File: src/rtl/gray_pkg.sv
// Shared Gray/binary conversion helpers for counters and Gray-pointer FIFOs.
// Functions work on a 16-bit word; callers zero-extend in and truncate back to their own width.
package gray_pkg;
  localparam int GRAY_MAX_W = 16;

  typedef logic [GRAY_MAX_W-1:0] gray_word_t;

  function automatic gray_word_t bin2gray(input gray_word_t b);
    return b ^ (b >> 1);
  endfunction

  // Zero-extended upper bits do not change the prefix XOR, so any narrower width decodes correctly.
  function automatic gray_word_t gray2bin(input gray_word_t g);
    gray_word_t b;
    b[GRAY_MAX_W-1] = g[GRAY_MAX_W-1];
    for (int i = GRAY_MAX_W - 2; i >= 0; i--) begin
      b[i] = b[i+1] ^ g[i];
    end
    return b;
  endfunction
endpackage

File: src/rtl/gray_conv.sv
// Combinational binary-to-Gray converter of configurable width.
module gray_conv
  import gray_pkg::*;
#(
  parameter int WIDTH = 4
) (
  input  logic [WIDTH-1:0] bin_i,
  output logic [WIDTH-1:0] gray_o
);

  assign gray_o = WIDTH'(bin2gray(gray_word_t'(bin_i)));

endmodule

File: src/rtl/gray_counter_param.sv
// Up/down Gray-code counter with load, wrap/saturate mode, binary shadow and wrap/terminal flags.
// Gray output is its own register fed from the next binary state, so it never glitches.
module gray_counter_param
  import gray_pkg::*;
#(
  parameter int WIDTH     = 4,
  parameter int SATURATE  = 0,
  parameter int RESET_VAL = 0
) (
  input  logic             clk,
  input  logic             reset,
  input  logic             en,
  input  logic             up_dn,
  input  logic             load,
  input  logic [WIDTH-1:0] load_val,
  output logic [WIDTH-1:0] gray,
  output logic [WIDTH-1:0] bin,
  output logic             tc,
  output logic             wrap
);

  localparam logic [WIDTH-1:0] ONE      = WIDTH'(1);
  localparam logic [WIDTH-1:0] RST_BIN  = WIDTH'(RESET_VAL);
  localparam logic [WIDTH-1:0] RST_GRAY = WIDTH'(bin2gray(gray_word_t'(RST_BIN)));

  logic [WIDTH-1:0] bin_q, bin_d;
  logic [WIDTH-1:0] gray_q, gray_d;
  logic             wrap_q, wrap_d;
  logic             tc_w;

  assign tc_w = up_dn ? (&bin_q) : ~(|bin_q);

  always_comb begin
    bin_d  = bin_q;
    wrap_d = 1'b0;
    if (load) begin
      bin_d = load_val;
    end else if (en) begin
      // At terminal count a saturating counter simply holds; otherwise the modulo step wraps.
      if (!(tc_w && (SATURATE != 0))) begin
        bin_d  = up_dn ? (bin_q + ONE) : (bin_q - ONE);
        wrap_d = tc_w;
      end
    end
  end

  gray_conv #(
    .WIDTH(WIDTH)
  ) u_gray_conv (
    .bin_i (bin_d),
    .gray_o(gray_d)
  );

  always_ff @(posedge clk or negedge reset) begin
    if (!reset) begin
      bin_q  <= RST_BIN;
      gray_q <= RST_GRAY;
      wrap_q <= 1'b0;
    end else begin
      bin_q  <= bin_d;
      gray_q <= gray_d;
      wrap_q <= wrap_d;
    end
  end

  assign bin  = bin_q;
  assign gray = gray_q;
  assign tc   = tc_w;
  assign wrap = wrap_q;

endmodule

File: config.mk
export PLATFORM = sky130hd
export DESIGN_NAME = gray_counter_param
export DESIGN_NICKNAME = d
export VERILOG_FILES = /design/src/rtl/gray_pkg.sv /design/src/rtl/gray_conv.sv /design/src/rtl/gray_counter_param.sv
export SDC_FILE = /design/constraint.sdc
export NUM_CORES = 1
export LEC_CHECK = 0
export ABC_AREA = 1
export ABC_CLOCK_PERIOD_IN_PS = 2190
export BUFFER_PORTS_ARGS = -buffer_cell sky130_fd_sc_hd__buf_2
export CORE_AREA = 2 2 39 41
export CTS_BUF_LIST = sky130_fd_sc_hd__clkbuf_16
export DETAILED_ROUTE_END_ITERATION = 12
export DIE_AREA = 0 0 41 43
export SYNTH_ARGS = -nofsm -noshare
export SYNTH_HDL_FRONTEND = slang
export SYNTH_SLANG_ARGS = --single-unit
File: constraint.sdc
create_clock -name clk -period 2.19 [get_ports clk]
set_input_delay 0.1095 -clock clk [delete_from_list [all_inputs] [get_ports clk]]
set_output_delay 0.1095 -clock clk [all_outputs]
set_load 0.01 [all_outputs]
-- Word level (Yosys, flattened, before mapping)
Cells that the tools add are included.
- div/mod/pow operators: 0
- shifts and indexed selects: 0
- equal/unequal tests: 0
- bitwise operators: 2
- multiplexer cells: 6
- multipliers: 0
- add/subtract/negate cells: 2
- reductions and logical operators: 2
- magnitude comparators: 0
- operator list (kind ; number):
    two-way mux 4 bit ; 3
    adder 4 x 1 -> 4 bit, second input constant ; 1
    AND reduction 4 bit ; 1
    OR reduction 4 bit ; 1
    subtractor 4 x 1 -> 4 bit, second input constant ; 1
    XOR 4 x 3 -> 4 bit ; 1
    two-way mux 1 bit ; 3
    inverter 1 bit ; 1
- word-level logic and storage cells: 15
- latch bits: 0
- bits in registers: 9
- memory bits (writable): 0
- output and inout bits: 10
- ROM bits: 0
- input port bits: 9
- memories kept: 0

-- Depth between registers and ports, before layout
Gate-level depths: netlist (run 1).
- depth in word-level cells: 5
- gate-level depth with buffers: 11
- depth with buffers taken out: 11

-- Modules after synthesis
A second synthesis (run 1) with hierarchy kept.
- cell total of the unflattened synthesis: 68
- area total of the unflattened synthesis: 521.8 µm²
- by module, submodules not included (module ; area each (µm²) ; cells each ; instances ; sequential area each (µm²)):
    gray_counter_param ; 465.4 ; 54 ; 1 ; 225.2
    gray_conv ; 56.3 ; 14 ; 1 ; 0.0

-- Worst setup path before layout (run 1)
Ideal clock, no wire load.
- kind: register to register
- start point: reg bin_q[0], in the netlist bin[0]
- end point: reg gray_q[1], in the netlist gray[1]
- arrival: 1389 ps
- path buffers: 0
- clock period less this slack: 1519 ps
- stages on the path, launching flop included: 7
- setup time: 130 ps
- setup slack: 671 ps
- required time: 2060 ps
- path through: dfrtp_1 -> fa_1 -> nand2_1 -> nand2_1 -> nand2_1 -> o21a_2 -> xor2_1
- longest elaborated chain between the ends: 5
- elaborated cells between the ends (all ways): 6
- classes of those cells: add/sub: 2; mux: 3; bitwise: 1
- ends and longest elaborated chain (what ; line ; text):
    from (decl) ; gray_counter_param.sv:26 ; logic [WIDTH-1:0] bin_q, bin_d;
    from (signal assigned) ; gray_counter_param.sv:60 ; bin_q <= bin_d;
    subtractor 4 x 1 -> 4 bit / adder 4 x 1 -> 4 bit (equally long branches) ; gray_counter_param.sv:41 ; bin_d = up_dn ? (bin_q + ONE) : (bin_q - ONE);
    two-way mux 4 bit (*) ; gray_counter_param.sv:41 ;
    two-way mux 4 bit (*) ; gray_counter_param.sv:38 ; end else if (en) begin
    two-way mux 4 bit (*) ; gray_counter_param.sv:36 ; if (load) begin
    XOR 4 x 3 -> 4 bit (*) ; gray_pkg.sv:9 ; return b ^ (b >> 1);
    net gray_d[1] ; gray_counter_param.sv:27 ; logic [WIDTH-1:0] gray_q, gray_d;
    to (signal assigned) ; gray_counter_param.sv:61 ; gray_q <= gray_d;
    to (decl) ; gray_counter_param.sv:27 ;
Mark *: on every way through the listed nets, which the timed path passes. The rest lies on a longest branch.

-- Worst setup path after layout (run 1)
Ends and elaborated chain as after synthesis.

==> flow_summary.ini, run 1 <==
[sta]
fmax_ghz = 0.642
slew_headroom_pct = 86.3
maxSlewViolCount = 0
tns_ns = 0
fin_crit_ns = 1.56
finalSetupViolations = 0
rsz0062_at_grt = false
hold_viol_final = 0
skew_ns = 0.00340
layout_setup_ws_ns = 0.632
worst_pin_slew_ns = 0.203
hold_slack_ns = 0.0704
fin_crit_sh_pct = 71.1

[setup_path]
worstSetupStartpointType = register
critPathArrivalTime_ns = 1.67
worstReg2RegStart = bin[0]$_DFF_PN0_
critPathMaxFanout = 6
cp_cell_sequence = fa_1 -> nand2_1 -> nand2_1 -> nand2_1 -> o21a_2 -> xor2_1
crit_type = register to register
r2r-end = gray[1]$_DFF_PN0_
crit_family = adder cells
r2r_cells = 6
critPathCaptureType = register
crit_buf_inv = 0
slowest_stage = fa_1
critPathMaxStageDelay_ns = 0.53
cp_data_required_time_ns = 2.30
cpMostUsedCell = nand2_1
reg2reg_setup_slack_ns = 0.63

[yosys]
synth_seq_cells = 8
syn-instance-count = 62
syn_nets = 74
synth.top_cell.area_share_pct = 41.3
synth_area_leaders = dfrtp_1 (41%), nand2_1 (15%), inv_1 (6.2%), ha_1 (5.2%), fa_1 (4.1%)
yosysMostFrequentCell = nand2_1
synth_common_cells = nand2_1 (19), dfrtp_1 (8), inv_1 (8), nand3_1 (4)
synth_edf_count = 0
syn_area_per_cell_um2 = 7.81
synthArstFlopShare_pct = 100
yosys_most_used_dff = dfrtp_1
synth_cell_types = 19
synth_seq_area_share_pct = 41.3
yosysTopAreaCell = dfrtp_1
ys_warn_count = 0
syn_area_um2 = 484

[routing]
wl_per_cell_um = 9.63
ant_nets = 0
first_iter_violations = 6
route.detailed.drc = 0
vias = 439
via_per_inst = 4.43
firstDrtPassIters = 4
wirelength_um = 953

[die]
ios = 19
die_area_um2 = 1760
start_util_pct = 35.0
rows = 14
die_w_um = 41
core-area_um2 = 1380
die_h_um = 43

[global_routing]
grt_pass1_vias = 357
grt_max_degree = 9
overflow = 0
grtUsageTotal_pct = 13.3
antenna_found_initial = 0
grt_pass1_wl_um = 1470

[placed_design]
place_ws_ns = 0.628
portBuffers = 18
place_congestion = 0.661
dpl.hpwl_um = 711

[worst_hold_path]
whs_path_depth = 2
min_from = load
worstHoldEndpoint = wrap$_DFF_PN0_
hold_class = input pin to register

[power_and_ir_drop]
peakVddDrop_uv = 510
power.density_nw_per_um2 = 938
power.total_mw = 0.630
power.leakage_nw = 0.376

[clock_network]
worstSkewPairLatency_ns = 0.23
cts_root_buffer = clkbuf_16
clk_pin_slew_ns = 0.04
cts_buffers = 3
ctsLongestPathBuffers = 2
cts_htree_levels = 1
cts_num_sinks = 8
cts_setup_buffers = 0
cts_tree = built

[run]
cap_viol_max_count = 0

[final_layout]
fin_nets = 97
layout-drive-gt1-share_pct = 31.3
diodes = 0
area_growth_pct = 38.8

[outcome]
run_status = complete, no violations
==> registers in the layout, summed over array words and instances (netlist names) <==
name,cells
bin,4
gray,3
wrap,1
==> worst max-delay path by stage <==
stage | cells past startpoint | to | slack, ns | startpoint
after floorplan | 6 | gray[1]$_DFF_PN0_ | 0.67 | bin[0]$_DFF_PN0_
after global placement | 6 | gray[1]$_DFF_PN0_ | 0.67 | bin[0]$_DFF_PN0_
after detailed placement | 6 | gray[1]$_DFF_PN0_ | 0.63 | bin[0]$_DFF_PN0_
after CTS | 6 | gray[1]$_DFF_PN0_ | 0.61 | bin[0]$_DFF_PN0_
after global routing | 6 | gray[1]$_DFF_PN0_ | 0.53 | bin[0]$_DFF_PN0_
final | 6 | gray[1]$_DFF_PN0_ | 0.63 | bin[0]$_DFF_PN0_
==> where the power goes <==
| part | internal, mW | total [mW] | switching [mW] |
|---|---|---|---|
| registers | 0.171 | 0.189 | 0.0183 |
| clock network | 0.235 | 0.305 | 0.0697 |
| logic | 0.0602 | 0.136 | 0.0757 |
==> layout make-up <==
class,instances,area [um^2]
Inverter,10,37.5
Timing Repair Buffer,19,100
Multi-Input combinational cell,43,239
Sequential cell,8,200
Fill cell,148,712
Tap cell,16,20.0
Clock buffer,3,75.1
==> cell usage in the layout, fill, tap and decap left out <==
cell,netlist,layout
dfrtp_1,8,8
clkbuf_16,0,3
nor3_1,1,1
xor2_1,2,2
nand2_1,19,19
o21ai_1,2,2
ha_1,2,2
inv_1,8,8
inv_2,2,2
buf_2,0,18
o21ai_2,1,1
fa_1,1,1
dlygate4sd3_1,0,1
nand3_1,4,4
or2_1,1,1
nor2_1,3,3
o21a_2,1,1
a21oi_1,3,3
o21ai_0,1,1
xnor2_1,1,1
or2_2,1,1
==> routing by layer <==
metal | part of all wire, % | global-route usage, % | up-vias
met5 | 0 | 0 | -
met4 | 3.8 | 14.0 | 0
met3 | 6.0 | 3.14 | 4
met2 | 44 | 17.2 | 12
met1 | 47 | 16.5 | 189
li1 | - | - | 234
==> through the flow <==
step / utilization, % / instances / area [um^2]
6_report: 48.6 / 99 / 672
3_3_place_gp: 42.4 / 95 / 587
2_1_floorplan: - / 62 / 484
4_1_cts: 48.6 / 99 / 672
5_1_grt: 48.6 / 99 / 672
3_5_place_dp: 42.4 / 95 / 587
==> timing repair <==
item	4_1_cts	5_1_grt
gates resized for setup	0	0
setup endpoints to repair	0	0
hold endpoints to repair	8	0
hold buffers	1	0
==> cell families after synthesis <==
| group | count (synthesis) | share of synthesized area, % |
|---|---|---|
| XOR/XNOR | 3 | 5.43 |
| buffers and inverters | 11 | 9.30 |
| flip-flops | 8 | 41.3 |
| AND/OR/NAND/NOR | 29 | 24.8 |
| AO/OA/AOI/OAI | 8 | 9.82 |
| adder cells (fa/ha/maj) | 3 | 9.30 |
No activity file was read; power rests on OpenSTA's default activity.
==> run 2, diff against run 1 <==
- ABC_CLOCK_PERIOD_IN_PS: 2190 -> 1300
- clock period: 2.19 -> 1.3 ns (I/O delays scaled with it)
==> flow_summary.ini, run 2 (synthesis results as in run 1) <==
[setup_path]
worstReg2RegStart = bin[1]$_DFF_PN0_
crit_family = adder cells
crit_type = register to register
critPathArrivalTime_ns = 1.58
critPathCaptureType = register
crit_buf_inv = 0
reg2reg_setup_slack_ns = -0.18
worstSetupStartpointType = register
cp_cell_sequence = fa_1 -> nand2_1 -> nand2_1 -> nand2_1 -> o21a_2 -> xor2_1
critPathMaxFanout = 3
r2r-end = gray[1]$_DFF_PN0_
critPathMaxStageDelay_ns = 0.50
cpMostUsedCell = nand2_1
slowest_stage = fa_1
r2r_cells = 6
cp_data_required_time_ns = 1.40

[final_layout]
final_common_cell = buf_2
largest_reg_flops = 4
area_growth_pct = 65.9
layout-drive-gt1-share_pct = 55.6
fin_nets = 104
fillers = 140
stdcell_area_um2 = 803
layout_common_cells = buf_2 (18), nand2_1 (13), inv_1 (7)
diodes = 0

[run]
cap_viol_max_count = 0

[die]
die_area_um2 = 1760
rows = 14
core-area_um2 = 1380
die_h_um = 43
die_w_um = 41
ios = 19
start_util_pct = 35.0

[routing]
wl_per_cell_um = 9.92
ant_nets = 0
firstDrtPassIters = 2
route.detailed.drc = 0
vias = 473
first_iter_violations = 3
via_per_inst = 4.46
wirelength_um = 1050

[placed_design]
dpl.hpwl_um = 817
portBuffers = 18
place_congestion = 0.659
place_ws_ns = -0.196
place_area_um2 = 647

[sta]
hold_viol_final = 0
tns_ns = -0.688
fin_crit_sh_pct = 114
hold_slack_ns = 0.0337
fmax_ghz = 0.678
fin_crit_ns = 1.48
finalSetupViolations = 7
slew_headroom_pct = 86.2
maxSlewViolCount = 0
rsz0062_at_grt = true
worst_pin_slew_ns = 0.206
skew_ns = 0.00196
layout_setup_ws_ns = -0.176

[power_and_ir_drop]
power.total_mw = 1.16
power.density_nw_per_um2 = 1440
peakVddDrop_uv = 926
power.leakage_nw = 0.419

[clock_network]
cts_tree = built
cts_htree_levels = 1
worstSkewPairLatency_ns = 0.23
ctsLongestPathBuffers = 2
cts_root_buffer = clkbuf_16
cts_buffers = 3
clk_pin_slew_ns = 0.04
cts_num_sinks = 8

[worst_hold_path]
whs_path_depth = 2
min_from = load
hold_class = input pin to register
worstHoldEndpoint = wrap$_DFF_PN0_

[outcome]
violations = setup timing
run_status = finished, violations left

[global_routing]
grt_pass1_wl_um = 1580
overflow = 0
grt_pass1_vias = 388
grtUsageTotal_pct = 13.4
grt_max_degree = 9
antenna_found_initial = 0
-- run 2: worst max-delay path by stage --
stage | startpoint | endpoint | cells past startpoint
CTS | bin[1]$_DFF_PN0_ | gray[1]$_DFF_PN0_ | 6
global route | bin[1]$_DFF_PN0_ | gray[2]$_DFF_PN0_ | 7
floorplan | bin[0]$_DFF_PN0_ | gray[1]$_DFF_PN0_ | 6
finish | bin[1]$_DFF_PN0_ | gray[1]$_DFF_PN0_ | 6
global placement | bin[0]$_DFF_PN0_ | gray[1]$_DFF_PN0_ | 6
detailed placement | bin[0]$_DFF_PN0_ | gray[1]$_DFF_PN0_ | 6
-- run 2: repair_timing --
item,CTS,global route
pin swaps,5,10
setup buffers,0,1
gates resized for setup,3,15
cloned,0,0
hold buffers,1,0
endpoints found under the hold margin,8,0
endpoints found under the setup margin,7,7
-- run 2: metal layers --
metal / track usage (%) / wire length, um / vias to the layer above
met5: 0 / 0 / -
li1: - / - / 251
met1: 17.6 / 468 / 207
met4: 6.00 / 16 / 0
met3: 3.14 / 43 / 4
met2: 20.0 / 522 / 11
-- run 2: power by group --
group / internal, mW / switching, mW
clock: 0.395 / 0.108
sequential: 0.290 / 0.0214
combinational: 0.166 / 0.177
-- run 2: layout make-up --
class / count / area [um^2] / area share (%)
clock buffers: 3 / 75.1 / 9.35
inverters: 10 / 37.5 / 4.67
multi-input cells: 43 / 308 / 38.3
flip-flops and latches: 8 / 203 / 25.2
well taps: 16 / 20.0 / 2.49
repair buffers: 26 / 160 / 19.9
-- run 2: worst register-to-register path, cell delays in order (launching register included) --
cell,delay (ns)
dfrtp_1,0.39
fa_1,0.50
nand2_1,0.05
nand2_1,0.06
nand2_1,0.05
o21a_2,0.14
xor2_1,0.16
-- run 2: per-stage QoR --
stage	instances	util, %
floorplan	62	-
global placement	101	46.7
detailed placement	101	46.7
CTS	105	53.7
global route	106	58.0
finish	106	58.0
